===== src/rtl/cpu_pipe_pkg.sv =====
// cpu_pipe_pkg: shared stage-state enum, control bit positions and EX/MEM payload layout.
package cpu_pipe_pkg;
  typedef enum logic [1:0] {EMPTY, BUSY, FULL} stage_state_e;
  localparam int M_READ = 0;
  localparam int M_WRITE = 1;
  localparam int WB_REGWRITE = 0;
  localparam int DATA_W_DEF = 32;
  localparam int REG_W_DEF = 5;
  localparam int WB_W_DEF = 2;
  typedef struct packed {
    logic [WB_W_DEF-1:0]   wb;
    logic [1:0]            m;
    logic [DATA_W_DEF-1:0] alu;
    logic [DATA_W_DEF-1:0] wdata;
    logic [REG_W_DEF-1:0]  rd;
  } ex_mem_payload_t;
endpackage


===== src/rtl/pipe_skid_slice.sv =====
// pipe_skid_slice: generic valid/ready register slice with optional 2-entry skid buffer.
module pipe_skid_slice
  import cpu_pipe_pkg::*;
#(
  parameter int W = 8,
  parameter bit SKID = 1'b1
) (
  input  logic         clk_i,
  input  logic         rst_i,
  input  logic         flush_i,
  input  logic         valid_i,
  output logic         ready_o,
  input  logic [W-1:0] data_i,
  output logic         valid_o,
  input  logic         ready_i,
  output logic [W-1:0] data_o
);
  stage_state_e state_q, state_d;
  logic [W-1:0] out_q, out_d, skid_q, skid_d;
  logic acc, ret;
  assign valid_o = state_q != EMPTY;
  // Without a skid entry, BUSY can only accept when it also retires, so FULL is never reached.
  assign ready_o = SKID ? (state_q != FULL) : (ready_i | !valid_o);
  assign acc = valid_i & ready_o;
  assign ret = valid_o & ready_i;
  assign data_o = out_q;
  always_comb begin
    state_d = state_q;
    out_d = out_q;
    skid_d = skid_q;
    if (flush_i) state_d = EMPTY;
    else begin
      unique case (state_q)
        EMPTY: if (acc) begin
          out_d = data_i;
          state_d = BUSY;
        end
        BUSY: if (acc && ret) out_d = data_i;
          else if (acc) begin
            skid_d = data_i;
            state_d = FULL;
          end else if (ret) state_d = EMPTY;
        FULL: if (ret) begin
          out_d = skid_q;
          state_d = BUSY;
        end
        default: state_d = EMPTY;
      endcase
    end
  end
  always_ff @(posedge clk_i or negedge rst_i) begin
    if (!rst_i) begin
      state_q <= EMPTY;
      out_q <= '0;
      skid_q <= '0;
    end else begin
      state_q <= state_d;
      out_q <= out_d;
      skid_q <= skid_d;
    end
  end
endmodule


===== src/rtl/ex_mem_pipe_reg.sv =====
// ex_mem_pipe_reg: EX->MEM stage register with handshake, flush and valid-gated controls.
module ex_mem_pipe_reg
  import cpu_pipe_pkg::*;
#(
  parameter int DATA_W = 32,
  parameter int REG_W = 5,
  parameter int WB_W = 2,
  parameter bit SKID = 1'b1
) (
  input  logic              clk_i,
  input  logic              rst_i,
  input  logic              valid_i,
  output logic              ready_o,
  input  logic              flush_i,
  input  logic [WB_W-1:0]   WB_i,
  input  logic [1:0]        M_i,
  input  logic [DATA_W-1:0] ALUResult_i,
  input  logic [DATA_W-1:0] mux7_i,
  input  logic [REG_W-1:0]  mux3_i,
  output logic              valid_o,
  input  logic              ready_i,
  output logic [WB_W-1:0]   WB_o,
  output logic              MemRead_o,
  output logic              MemWrite_o,
  output logic [DATA_W-1:0] Address_o,
  output logic [DATA_W-1:0] Write_data_o,
  output logic [REG_W-1:0]  mux3_result_o
);
  typedef struct packed {
    logic [WB_W-1:0]   wb;
    logic [1:0]        m;
    logic [DATA_W-1:0] alu;
    logic [DATA_W-1:0] wdata;
    logic [REG_W-1:0]  rd;
  } payload_t;
  payload_t in_p, out_p;
  assign in_p = '{wb: WB_i, m: M_i, alu: ALUResult_i, wdata: mux7_i, rd: mux3_i};
  pipe_skid_slice #(.W($bits(payload_t)), .SKID(SKID)) u_slice (
    .clk_i(clk_i), .rst_i(rst_i), .flush_i(flush_i),
    .valid_i(valid_i), .ready_o(ready_o), .data_i(in_p),
    .valid_o(valid_o), .ready_i(ready_i), .data_o(out_p)
  );
  assign MemRead_o = valid_o & out_p.m[M_READ];
  assign MemWrite_o = valid_o & out_p.m[M_WRITE];
  assign Address_o = out_p.alu;
  assign Write_data_o = out_p.wdata;
  assign mux3_result_o = out_p.rd;
  always_comb begin
    WB_o = out_p.wb;
    WB_o[WB_REGWRITE] = out_p.wb[WB_REGWRITE] & valid_o;
  end
  // A stalled producer must keep its offered instruction stable until it is taken.
  a_stable_offer: assert property (@(posedge clk_i) disable iff (!rst_i)
    (valid_i && !ready_o && !flush_i) |=> (!valid_i || $stable(in_p)));
endmodule

===== config.mk =====
export PLATFORM = sky130hd
export DESIGN_NAME = ex_mem_pipe_reg
export DESIGN_NICKNAME = d
export VERILOG_FILES = /design/src/rtl/cpu_pipe_pkg.sv /design/src/rtl/pipe_skid_slice.sv /design/src/rtl/ex_mem_pipe_reg.sv
export SDC_FILE = /design/constraint.sdc
export NUM_CORES = 1
export LEC_CHECK = 0
export CORE_MARGIN = 2
export CORE_UTILIZATION = 40
export DETAILED_ROUTE_END_ITERATION = 8
export PLACE_DENSITY = 0.81
export SLEW_MARGIN = 20
export SYNTH_ARGS = -nofsm -noshare
export SYNTH_HDL_FRONTEND = slang
export SYNTH_HIERARCHICAL = 1
export SYNTH_SLANG_ARGS = --single-unit

===== constraint.sdc =====
create_clock -name clk_i -period 1.6 [get_ports clk_i]
set_input_delay 0.24 -clock clk_i [delete_from_list [all_inputs] [get_ports clk_i]]
set_output_delay 0.24 -clock clk_i [all_outputs]
set_load 0.02 [all_outputs]

==> flow_summary.json <==
{
  "slew_headroom_pct": 74.8,
  "cts.path.max_buffers": 2,
  "cp-start-kind": "flop",
  "post_drt_wl_per_cell_um": 20.6,
  "ys_seq_area_share_pct": 56.9,
  "crit_end": "u_slice/data_o[1]$_DFFE_PN0P_",
  "numCtsBuffers": 17,
  "fin_crit_sh_pct": 112,
  "vias": 4186,
  "worst-slew-pin-transition_ns": 0.378,
  "cpPeakStageDelay_ns": 0.41,
  "maxCapViolCount": 0,
  "setup_ws_ns": -0.193,
  "grt-busiest-layer": "met2",
  "worst_setup_path_end_kind": "flop",
  "cts_tree": "yes",
  "place.port_buffers": 152,
  "setup_viol": 146,
  "nFillCells": 1206,
  "ff2ff_path_depth": 6,
  "yosys.area.top_type": "dfrtp_1",
  "fin_cells": 835,
  "die_area_um2": 17300,
  "synth_area_per_cell_um2": 16.0,
  "yosysTopAreaCellShare_pct": 56.9,
  "initial_core_util_pct": 41.0,
  "vias_per_cell": 5.01,
  "crit_start": "u_slice/state_q[1]$_DFFE_PN0P_",
  "met2_usage_pct": 33.6,
  "gr-usage-met1_pct": 23.6,
  "final_hold_viol_count": 0,
  "syn-num-nets": 485,
  "run_status": "finished with violations",
  "dpl_cell_area_um2": 8440,
  "clkTransAtPathRegs_ns": 0.06,
  "grt_max_degree": 47,
  "grt-ovfl-total": 0,
  "place_congestion": 0.746,
  "ir_worst_vdd_v": 0.000764,
  "synth_seq_cells": 148,
  "p_leak_nw": 4.44,
  "drv_slew": 0,
  "wirelength_mm": 17.2,
  "grt_pass1_vias": 4796,
  "whs_ns": 0.314,
  "crit_chain": "and2b_2 > nand2b_4 > a21oi_4 > buf_12 > clkbuf_16 > mux2_2",
  "cts.sink_count": 148,
  "power_density_nw_per_um2": 1250,
  "r2r-start": "u_slice/state_q[1]$_DFFE_PN0P_",
  "fp-row-count": 46,
  "insertion_delay_ns": 0.42,
  "area_delta_synth_final_pct": 51.1,
  "worstPathRequired_ns": 1.90,
  "drtIter0Drc": 155,
  "post-route-min-period_ns": 1.79,
  "grt.met3_usage_pct": 5.02,
  "worstSetupPathType": "flop to flop",
  "synth_cells": 407,
  "final_layout_size_suffix_gt1_share_pct": 50.4,
  "antenna_found_initial": 0,
  "dr.pass1.iters": 4,
  "crit_slowest_cell": "dfrtp_1",
  "design_area_um2": 9830,
  "hold_class": "input pin to asynchronous set/reset pin",
  "grt_usage_pct": 19.6,
  "root_buffer": "clkbuf_16",
  "rsz0062_at_grt": "yes",
  "die_h_um": 132,
  "synth_area_um2": 6510,
  "yosysWarnings": 6,
  "grt_pass1_wl_mm": 26.1,
  "die_w_um": 132,
  "reg2reg_slack_ns": -0.19,
  "fp.coreArea_um2": 15900,
  "critPathArrivalTime_ns": 2.09,
  "ant_nets": 0,
  "fin_worst_skew_ns": 0.00636,
  "num_io_pins": 153,
  "htreeDepth": 4,
  "fin_tns_setup_ns": -14.52,
  "synth.distinct_cells": 22,
  "drc_errors": 0,
  "synthTopCellsByArea": "dfrtp_1 (57%), mux2_2 (36%), buf_6 (2.2%)",
  "violations": "negative setup slack",
  "place_inst": 775,
  "max_freq_mhz": 558,
  "final_nets": 686,
  "path_max_fanout": 8,
  "rr_endpoint": "u_slice/data_o[1]$_DFFE_PN0P_",
  "n_antenna_cell": 0,
  "hpwl_mm": 9.67
}
[per-layer routing]
layer	up-vias	share of wire, %	wire length (um)
met2	121	50	8510
met1	2165	44	7560
met3	21	4.8	817
li1	1879	-	-
met4	0	1.7	298
met5	-	0	0
[power breakdown]
group	leakage (nW)	switching [W]	internal, W
logic	2.36	0.00128	0.00174
clock network	0.301	0.00147	0.00266
registers	1.78	0.000492	0.00466
total	4.44	0.00324	0.00906
[sequential cells by signal (all words and copies together), names as in the netlist]
| register | flops |
|---|---|
| u_slice/data_o | 73 |
| u_slice/skid_q | 73 |
| u_slice/state_q | 2 |
[cell families (layout without fill, tap and decap cells)]
| family | count (synthesis) | count (layout) | synth area share [%] |
|---|---|---|---|
| DFF | 148 | 148 | 56.9 |
| and+or+nand+nor | 12 | 12 | 1.15 |
| buffers and inverters | 23 | 235 | 3.02 |
| AOI/OAI and AO/OA | 4 | 4 | 0.577 |
| muxes | 220 | 220 | 38.3 |
[through the flow]
stage / setup slack, ns / total power (W) / util [%]
2_1_floorplan: -0.0588 / 0.00666 / -
3_3_place_gp: -0.376 / 0.00791 / 53.1
3_5_place_dp: -0.459 / 0.00809 / 53.1
4_1_cts: -0.163 / 0.0122 / 60.5
5_1_grt: -0.218 / 0.0129 / 61.9
6_report: -0.193 / 0.0123 / 61.9
[cell type report]
cell class,instances,area (um2),share of cell area [%]
Sequential cell,148,3700,37.7
Multi-Input combinational cell,236,2890,29.4
Timing Repair Buffer,204,2350,23.9
Clock buffer,20,457,4.64
Tap cell,216,270,2.75
Clock inverter,10,156,1.59
Inverter,1,3.75,0.0382
[worst min-delay path by stage]
stage,startpoint,end,slack [ns],cells after the start
CTS,rst_i,u_slice/skid_q[67]$_DFFE_PN0P_,0.30,2
finish,rst_i,u_slice/skid_q[67]$_DFFE_PN0P_,0.31,2
detailed placement,rst_i,u_slice/skid_q[67]$_DFFE_PN0P_,0.17,1
global route,rst_i,u_slice/skid_q[62]$_DFFE_PN0P_,0.35,2
floorplan,rst_i,u_slice/data_o[0]$_DFFE_PN0P_,-0.06,0
global placement,rst_i,u_slice/skid_q[67]$_DFFE_PN0P_,0.17,1
[what timing repair did]
item	CTS	global route
pin swaps	2	1
hold buffers	1	0
endpoints found under the hold margin	33	0
setup endpoints to repair	202	151
buffers inserted	17	3
cloned	11	6
resized for setup	151	55
[synthesized netlist by cell type]
library cell	count
and2_1	3
and2b_2	1
buf_4	1
o21ai_2	1
nor3_1	1
dfrtp_1	148
nand2b_1	1
clkbuf_1	1
buf_2	7
a21oi_1	1
mux2_1	6
nand3_2	1
or2_2	1
o21a_1	1
mux2_4	5
nor2b_2	1
mux2i_1	1
inv_1	1
mux2_2	208
nor2_1	3
a21oi_4	1
buf_6	13
[worst max-delay path, delay by kind of cell (launching register included)]
family / cells / cell delay [ns]
AO/OA/AOI/OAI: 1 / 0.18
flip-flops: 1 / 0.41
multiplexers: 1 / 0.33
buffers and inverters: 2 / 0.36
AND/OR/NAND/NOR: 2 / 0.39
[cells in the final DEF (no fill, tap or decap), drive strengths merged]
cell type	n
a21oi	2
and2	3
and2b	1
buf	51
bufinv	4
clkbuf	26
clkdlybuf4s50	76
clkinv	5
clkinvlp	1
dfrtp	148
dlygate4sd2	70
dlygate4sd3	1
inv	1
mux2	219
mux2i	1
nand2b	1
nand3	1
nor2	3
nor2b	1
nor3	1
o21a	1
o21ai	1
or2	1
Power figures use the tool's default switching activity.
